==> config.mk <==
export PLATFORM = sky130hd
export DESIGN_NAME = btn_debounce
export DESIGN_NICKNAME = d
export VERILOG_FILES = /design/src/rtl/btn_debounce_pkg.sv /design/src/rtl/btn_debounce_sync2.sv /design/src/rtl/btn_debounce.sv
export SDC_FILE = /design/constraint.sdc
export NUM_CORES = 1
export LEC_CHECK = 0
export CAP_MARGIN = 20
export CORE_MARGIN = 3
export CORE_UTILIZATION = 55
export DETAILED_ROUTE_END_ITERATION = 16
export GPL_ROUTABILITY_DRIVEN = 0
export PLACE_DENSITY = 0.76
export SETUP_SLACK_MARGIN = 0.5
export SLEW_MARGIN = 30
export SYNTH_ARGS = -nofsm -noshare
export SYNTH_HDL_FRONTEND = slang
export SYNTH_HIERARCHICAL = 1
export SYNTH_SLANG_ARGS = --single-unit
==> constraint.sdc <==
create_clock -name clk1 -period 4.3 [get_ports clk1]
set_clock_uncertainty 0.2 [all_clocks]
set_input_delay 0.43 -clock clk1 [delete_from_list [all_inputs] [get_ports clk1]]
set_output_delay 0.43 -clock clk1 [all_outputs]
set_load 0.01 [all_outputs]
==> src/rtl/btn_debounce_pkg.sv <==
// Shared definitions for the push-button debouncer: FSM state encoding and
// the mapping from state to debounced level.
package btn_debounce_pkg;

  typedef enum logic [1:0] {
    ST_LOW     = 2'b00,
    ST_WAIT_HI = 2'b01,
    ST_HIGH    = 2'b10,
    ST_WAIT_LO = 2'b11
  } state_t;

  // The accepted level is high while settled high or while qualifying a release.
  function automatic logic level_of(input state_t s);
    return (s == ST_HIGH) || (s == ST_WAIT_LO);
  endfunction

endpackage

==> src/rtl/btn_debounce_sync2.sv <==
// Two-flop synchronizer for a single asynchronous input, with a
// parameterised reset value so it can be reused for idle-high inputs.
module sync2 #(
  parameter logic RESET_VAL = 1'b0
) (
  input  logic clk1,
  input  logic reset_n,
  input  logic d,
  output logic q
);

  logic meta;

  // NOTE: sequential state uses non-blocking assignments so every flop
  // samples its input from before the edge; blocking here would collapse
  // the two stages into one.
  always_ff @(posedge clk1 or negedge reset_n) begin
    if (!reset_n) begin
      meta <= RESET_VAL;
      q    <= RESET_VAL;
    end else begin
      meta <= d;
      q    <= meta;
    end
  end

endmodule

==> src/rtl/btn_debounce.sv <==
// Push-button debouncer: synchronizer, stability-qualified four-state FSM,
// registered level with single-cycle rise/fall strobes and a saturating
// press counter.
module btn_debounce
  import btn_debounce_pkg::*;
#(
  parameter int STABLE_CYCLES = 16,
  parameter int CNT_W         = 16,
  parameter int PRESS_W       = 8
) (
  input  logic               clk1,
  input  logic               reset_n,
  input  logic               btn_raw,
  output logic               btn_level,
  output logic               btn_rise,
  output logic               btn_fall,
  output logic [PRESS_W-1:0] press_count
);

  localparam logic [CNT_W-1:0]   TERMINAL  = CNT_W'(STABLE_CYCLES - 1);
  localparam logic [PRESS_W-1:0] PRESS_MAX = '1;

  logic             btn_s;
  state_t           state, state_next;
  logic [CNT_W-1:0] cnt, cnt_next;
  logic             accept_rise, accept_fall;

  sync2 #(
    .RESET_VAL (1'b0)
  ) u_sync (
    .clk1    (clk1),
    .reset_n (reset_n),
    .d       (btn_raw),
    .q       (btn_s)
  );

  // NOTE: every output of this block is given a default before the case so
  // no path leaves it unassigned, which would otherwise infer a latch.
  always_comb begin
    state_next = state;
    cnt_next   = cnt;
    case (state)
      ST_LOW: begin
        if (btn_s) begin
          state_next = ST_WAIT_HI;
          cnt_next   = '0;
        end
      end
      ST_WAIT_HI: begin
        if (!btn_s)                state_next = ST_LOW;
        else if (cnt == TERMINAL)  state_next = ST_HIGH;
        else                       cnt_next   = cnt + 1'b1;
      end
      ST_HIGH: begin
        if (!btn_s) begin
          state_next = ST_WAIT_LO;
          cnt_next   = '0;
        end
      end
      ST_WAIT_LO: begin
        if (btn_s)                 state_next = ST_HIGH;
        else if (cnt == TERMINAL)  state_next = ST_LOW;
        else                       cnt_next   = cnt + 1'b1;
      end
      default: state_next = ST_LOW;
    endcase
  end

  assign accept_rise = (state == ST_WAIT_HI) && (state_next == ST_HIGH);
  assign accept_fall = (state == ST_WAIT_LO) && (state_next == ST_LOW);

  // Level and strobes are registered from the transition itself so the
  // strobe lands in the same cycle the level first shows its new value.
  always_ff @(posedge clk1 or negedge reset_n) begin
    if (!reset_n) begin
      state     <= ST_LOW;
      cnt       <= '0;
      btn_level <= 1'b0;
      btn_rise  <= 1'b0;
      btn_fall  <= 1'b0;
    end else begin
      state     <= state_next;
      cnt       <= cnt_next;
      btn_level <= level_of(state_next);
      btn_rise  <= accept_rise;
      btn_fall  <= accept_fall;
    end
  end

  // Counted on the accepting edge, so the new count is visible together
  // with its btn_rise strobe.
  always_ff @(posedge clk1 or negedge reset_n) begin
    if (!reset_n) begin
      press_count <= '0;
    end else if (accept_rise && (press_count != PRESS_MAX)) begin
      press_count <= press_count + 1'b1;
    end
  end

endmodule

# Word-level counts from Yosys, hierarchy flattened
# Cells that the tools add are included.
[totals] wordCells=41 inputBits=3 out_inout_bits=11 reg_bits=31
[op_classes] addsub=2 muxes=13 n_reduce_logical=7 n_eq_ne=11
[ops] operator="two-way mux 16 bit" n=5
[ops] operator="case mux 16 bit (4 select lines)" n=1
[ops] operator="adder 16 x 1 -> 16 bit (second input constant)" n=1
[ops] operator="equality test 16 x 4 -> 1 bit (second input constant)" n=1
[ops] operator="two-way mux 2 bit" n=6
[ops] operator="adder 8 x 1 -> 8 bit (second input constant)" n=1
[ops] operator="equality test 2 bit (second input constant)" n=4
[ops] operator="inequality test 8 bit (second input constant)" n=1
[ops] operator="case mux 2 bit (4 select lines)" n=1
[ops] operator="logical NOT 2 bit" n=2
[ops] operator="inequality test 2 x 1 -> 1 bit (second input constant)" n=2
[ops] operator="inequality test 2 bit (second input constant)" n=2
[ops] operator="AND reduction 4 bit" n=1
[ops] operator="logical AND 1 bit" n=3
[ops] operator="equality test 2 x 1 -> 1 bit (second input constant)" n=1
[ops] operator="logical OR 1 bit" n=1

# Logic depth before layout (Yosys ltp)
[logic_depth] ltp_word=7 depth_mapped=6 ltp_nobuf=6

# By module
# Netlist, hierarchy kept.
[modules_own_cells] module="btn_debounce" instances=1 cells_per_inst=131 area_each_um2=1387.6 seq_area_each_um2=700.7
[modules_own_cells] module="sync2" instances=1 cells_per_inst=2 area_each_um2=50.0 seq_area_each_um2=50.0

# Worst setup path before layout
# Ideal clock, no wire load.
[synth_timing] path_kind="register to register" start="register cnt[4]" end="register press_count[1]" arrival_ns=1.722 path_slack_ns=2.250 path_stages_with_launch=5 required_ns=3.973 setup_time_ns=0.127 period_less_slack_ns=2.050 path_buffers=0 cell_sequence="dfrtp_1 > nor4b_4 > nand4_4 > a2111oi_4 > mux2_1"
[synth_between] elab_chain_cells=7 elab_cells_between_ends=9 cone_classes="eq/ne (2); mux (5); reduce/logical (2)"
[synth_rtl] element="start, declared" line_no="btn_debounce.sv:25" text="logic [CNT_W-1:0] cnt, cnt_next;"
[synth_rtl] element="start signal, assigned" line_no="btn_debounce.sv:83" text="cnt <= cnt_next;"
[synth_rtl] element="equality test 16 x 4 -> 1 bit *" line_no="btn_debounce.sv:51, btn_debounce.sv:62"
[synth_rtl] element="two-way mux 2 bit (on tied branches)" line_no="btn_debounce.sv:62, btn_debounce.sv:51"
[synth_rtl] element="two-way mux 2 bit (on tied branches)" line_no="btn_debounce.sv:61, btn_debounce.sv:50"
[synth_rtl] element="case mux 2 bit (4 select lines) *" line_no="btn_debounce.sv:42" text="case (state)"
[synth_rtl] element="equality test 2 bit *" line_no="btn_debounce.sv:69" text="assign accept_rise = (state == ST_WAIT_HI) && (state_next == ST_HIGH);"
[synth_rtl] element="logical AND 1 bit *" line_no="btn_debounce.sv:69"
[synth_rtl] element="logical AND 1 bit *" line_no="btn_debounce.sv:95" text="end else if (accept_rise && (press_count != PRESS_MAX)) begin"
[synth_rtl] element="end signal, assigned" line_no="btn_debounce.sv:96" text="press_count <= press_count + 1'b1;"
[synth_rtl] element="end, declared" line_no="btn_debounce.sv:17" text="output logic [PRESS_W-1:0] press_count"
# Mark *: on every way between the ends. The rest lies on a longest branch, timed or not.
# A chain may end at the register's enable or synchronous reset.

# Worst setup path after layout
[layout_timing] start="register cnt[12]" end="register press_count[1]"
# Same word-level chain as after synthesis.

==> metrics.md <==
| Metric | Value |
|---|---|
| Status | `finished, final reports clean` |
| Yosys warnings | `6` |
| Most common cell in the netlist | `dfrtp_1` |
| Slowest-stage cell, CP | `a2111oi_4` |
| Core area | `2340 sq um` |
| Total of max-cap violations | `0` |
| Area contributors post-synth | `dfrtp_1 (52%), xor2_1 (6.7%), nor2_1 (5.7%)` |
| Starting Density | `61.4%` |
| Syn-to-layout area delta | `15.9%` |
| Async SR Flop Fraction | `100%` |
| Worst Tran Pin Value | `0.800 ns` |
| Post_cts resized | `0` |
| Fin. max-slew vios | `0` |
| First-pass GRT wire length | `4400 um` |
| Crit Path Max Fanout | `8` |
| Initial antenna violation count | `0` |
| Die area | `3260 sq um` |
| Initial DRC count | `33` |
| Synth cell count leaders | `dfrtp_1 (30), nor2_1 (22), nand2_1 (13), xor2_1 (11), nand3_1 (10)` |
| Clock root buffer | `clkbuf_4` |
| Post-Syn Area | `1440 sq um` |
| Average cell area after synthesis | `10.8 sq um` |
| Drc violations | `0` |
| Seq/Total Area, Yosys | `52.2%` |
| Final Cycle Share | `52.2%` |
| H-Tree Depth | `2` |
| Critical path class | `flip-flop to flip-flop` |
| Post-synthesis cell type count | `29` |
| Vias | `986` |
| CP max stage delay | `0.54 ns` |
| Vias in the first global route | `935` |
| Buffer count from post-CTS setup fixing | `0` |
| Inserted Diodes | `0` |
| Setup total negative slack | `0 ns` |
| I/O pin count | `14` |
| Clock latency on the worst-skew pair | `0.33 ns` |
| Final WL | `2530 um` |
| Layout cell share with drive strength beyond 1 | `9.74%` |
| Fmax | `446 MHz` |
| Vias per std cell | `5.42` |
| TritonCTS clock tree | `yes` |
| EDFF count, synth | `0` |
| Endpoints failing hold | `0` |
| Clk sinks | `30` |
| CTS clk-pin slew, worst paths | `0.09 ns` |
| CP cell instances | `nor3_1 > nand4_4 > a2111oi_4 > mux2_1` |
| Minimum clock period | `2.24 ns` |
| Congestion Overflow GR | `0` |
| Crit start category | `flip-flop` |
| Worst EP arrival | `2.26 ns` |
| Post-DP HPWL | `1820 um` |
| Yosys top cell area share | `52.2%` |
| P per Cell Area | `296 nW/um^2` |
| Mapped Cells | `133` |
| Hold slack | `0.163 ns` |
| GRT Overall Usage | `18.0%` |
| Dominant cell type by area after synthesis | `dfrtp_1` |
| Avg WL per Cell | `13.9 um` |
| Worst Path Required | `4.31 ns` |
| Die Y | `57.1 um` |
| Die X | `57.1 um` |
| DRT antenna net count | `0` |
| RSZ-0062 raised after global routing | `no` |
| Maximum vdd ir drop | `0.217 mV` |
| Setup Viol. Count Final | `0` |
| Slew headroom | `46.5%` |
| Hold Crit Class | `flip-flop to flip-flop` |
| Num CTS Buffers | `5` |
| Prevailing post-synth register cell | `dfrtp_1` |
| Leak | `0.739 nW` |
| Filler cells | `178` |
| Nets | `158` |
| Num rows | `17` |
| Count of state elements after synthesis | `30` |
| CP Capture Type | `flip-flop` |
| Critical path's top delay family | `simple AND/OR/NAND/NOR gates` |
| CP bufs+invs | `0` |
| Largest net degree at the start of global routing | `31` |
| Clock Tree Buf Depth | `2` |
| Port Buffers | `13` |
| Post-Syn Nets | `138` |
| Drt pass-1 iters | `4` |
| Hold-fix buffers at CTS | `0` |
flip-flops by register name (all words and copies together), names as in the netlist:
| name | flops |
|---|---|
| state | 1 |
| btn_rise | 1 |
| btn_level | 1 |
| u_sync/q | 1 |
| press_count | 8 |
| btn_fall | 1 |
| cnt | 16 |
| u_sync/meta | 1 |
stage by stage:
| step | instance area (sq um) | power [mW] | std cells | utilization, % | setup slack (ns) |
|---|---|---|---|---|---|
| floorplan | 1440 | 0.317 | 133 | - | 2.25 |
| global placement | 1610 | 0.328 | 174 | 68.7 | 2.18 |
| detailed placement | 1610 | 0.330 | 174 | 68.7 | 2.06 |
| CTS | 1670 | 0.502 | 182 | 71.2 | 2.05 |
| global route | 1670 | 0.518 | 182 | 71.2 | 1.97 |
| finish | 1670 | 0.493 | 182 | 71.2 | 2.06 |
where the power goes:
group	leakage (nW)	total [mW]	internal (mW)	switching (mW)
sequential	0.410	0.297	0.289	0.00789
combinational	0.294	0.0270	0.0117	0.0153
clock	0.0353	0.169	0.0791	0.0898
worst paths after layout:
check / slack [ns] / cells past startpoint / endpoint / start
worst max-delay path: 2.06 / 4 / press_count[1] / cnt[12]
worst max register to register: 2.06 / 4 / press_count[1] / cnt[12]
max in group asynchronous: 3.35 / 2 / cnt[10] / reset_n
worst min register to register: 0.16 / 0 / u_sync/q / u_sync/meta
min in group asynchronous: 0.28 / 2 / btn_level / reset_n
worst min-delay path: 0.16 / 0 / u_sync/q / u_sync/meta
cell usage in the layout (no fill, tap or decap), types with 5 or more instances in the layout:
master and count:
nand2_1 13, clkdlybuf4s50_1 13, nand4_1 5, nand3_1 10, dfrtp_1 30, xnor2_1 9
xor2_1 11, clkbuf_4 5, nor2_1 22, nor3_1 5
worst reg2reg max path, stage by stage (launching register included):
cell and delay, ns:
dfrtp_1 0.42, nor3_1 0.41, nand4_4 0.19, a2111oi_4 0.54
mux2_1 0.37
routing by layer:
layer  GRT usage [%]  share of wire, %  vias to the layer above
met5               0                 0                        -
met4            9.93               2.2                        0
met3            6.33               5.3                        6
met2            24.6                43                       22
met1            24.9                50                      459
li1                -                 -                      499
final cells by class:
type	instances	area (sq um)	share of cell area, %
clock buffer	7	55.1	3.30
multi-input combinational	100	676	40.5
timing repair buffer	14	138	8.26
tap	28	35.0	2.10
clock inverter	1	5.00	0.300
sequential	30	751	45.0
inverter	2	7.51	0.450
cell families after synthesis:
family | count (synthesis) | share of synthesized area [%]
and+or+nand+nor | 67 | 25.9
buffers and inverters | 3 | 0.783
DFF | 30 | 52.2
xor gates and xnor gates | 20 | 12.2
AOI/OAI and AO/OA | 8 | 4.87
adders and majority gates | 2 | 1.74
muxes | 3 | 2.26
Power figures use the tool's default switching activity.
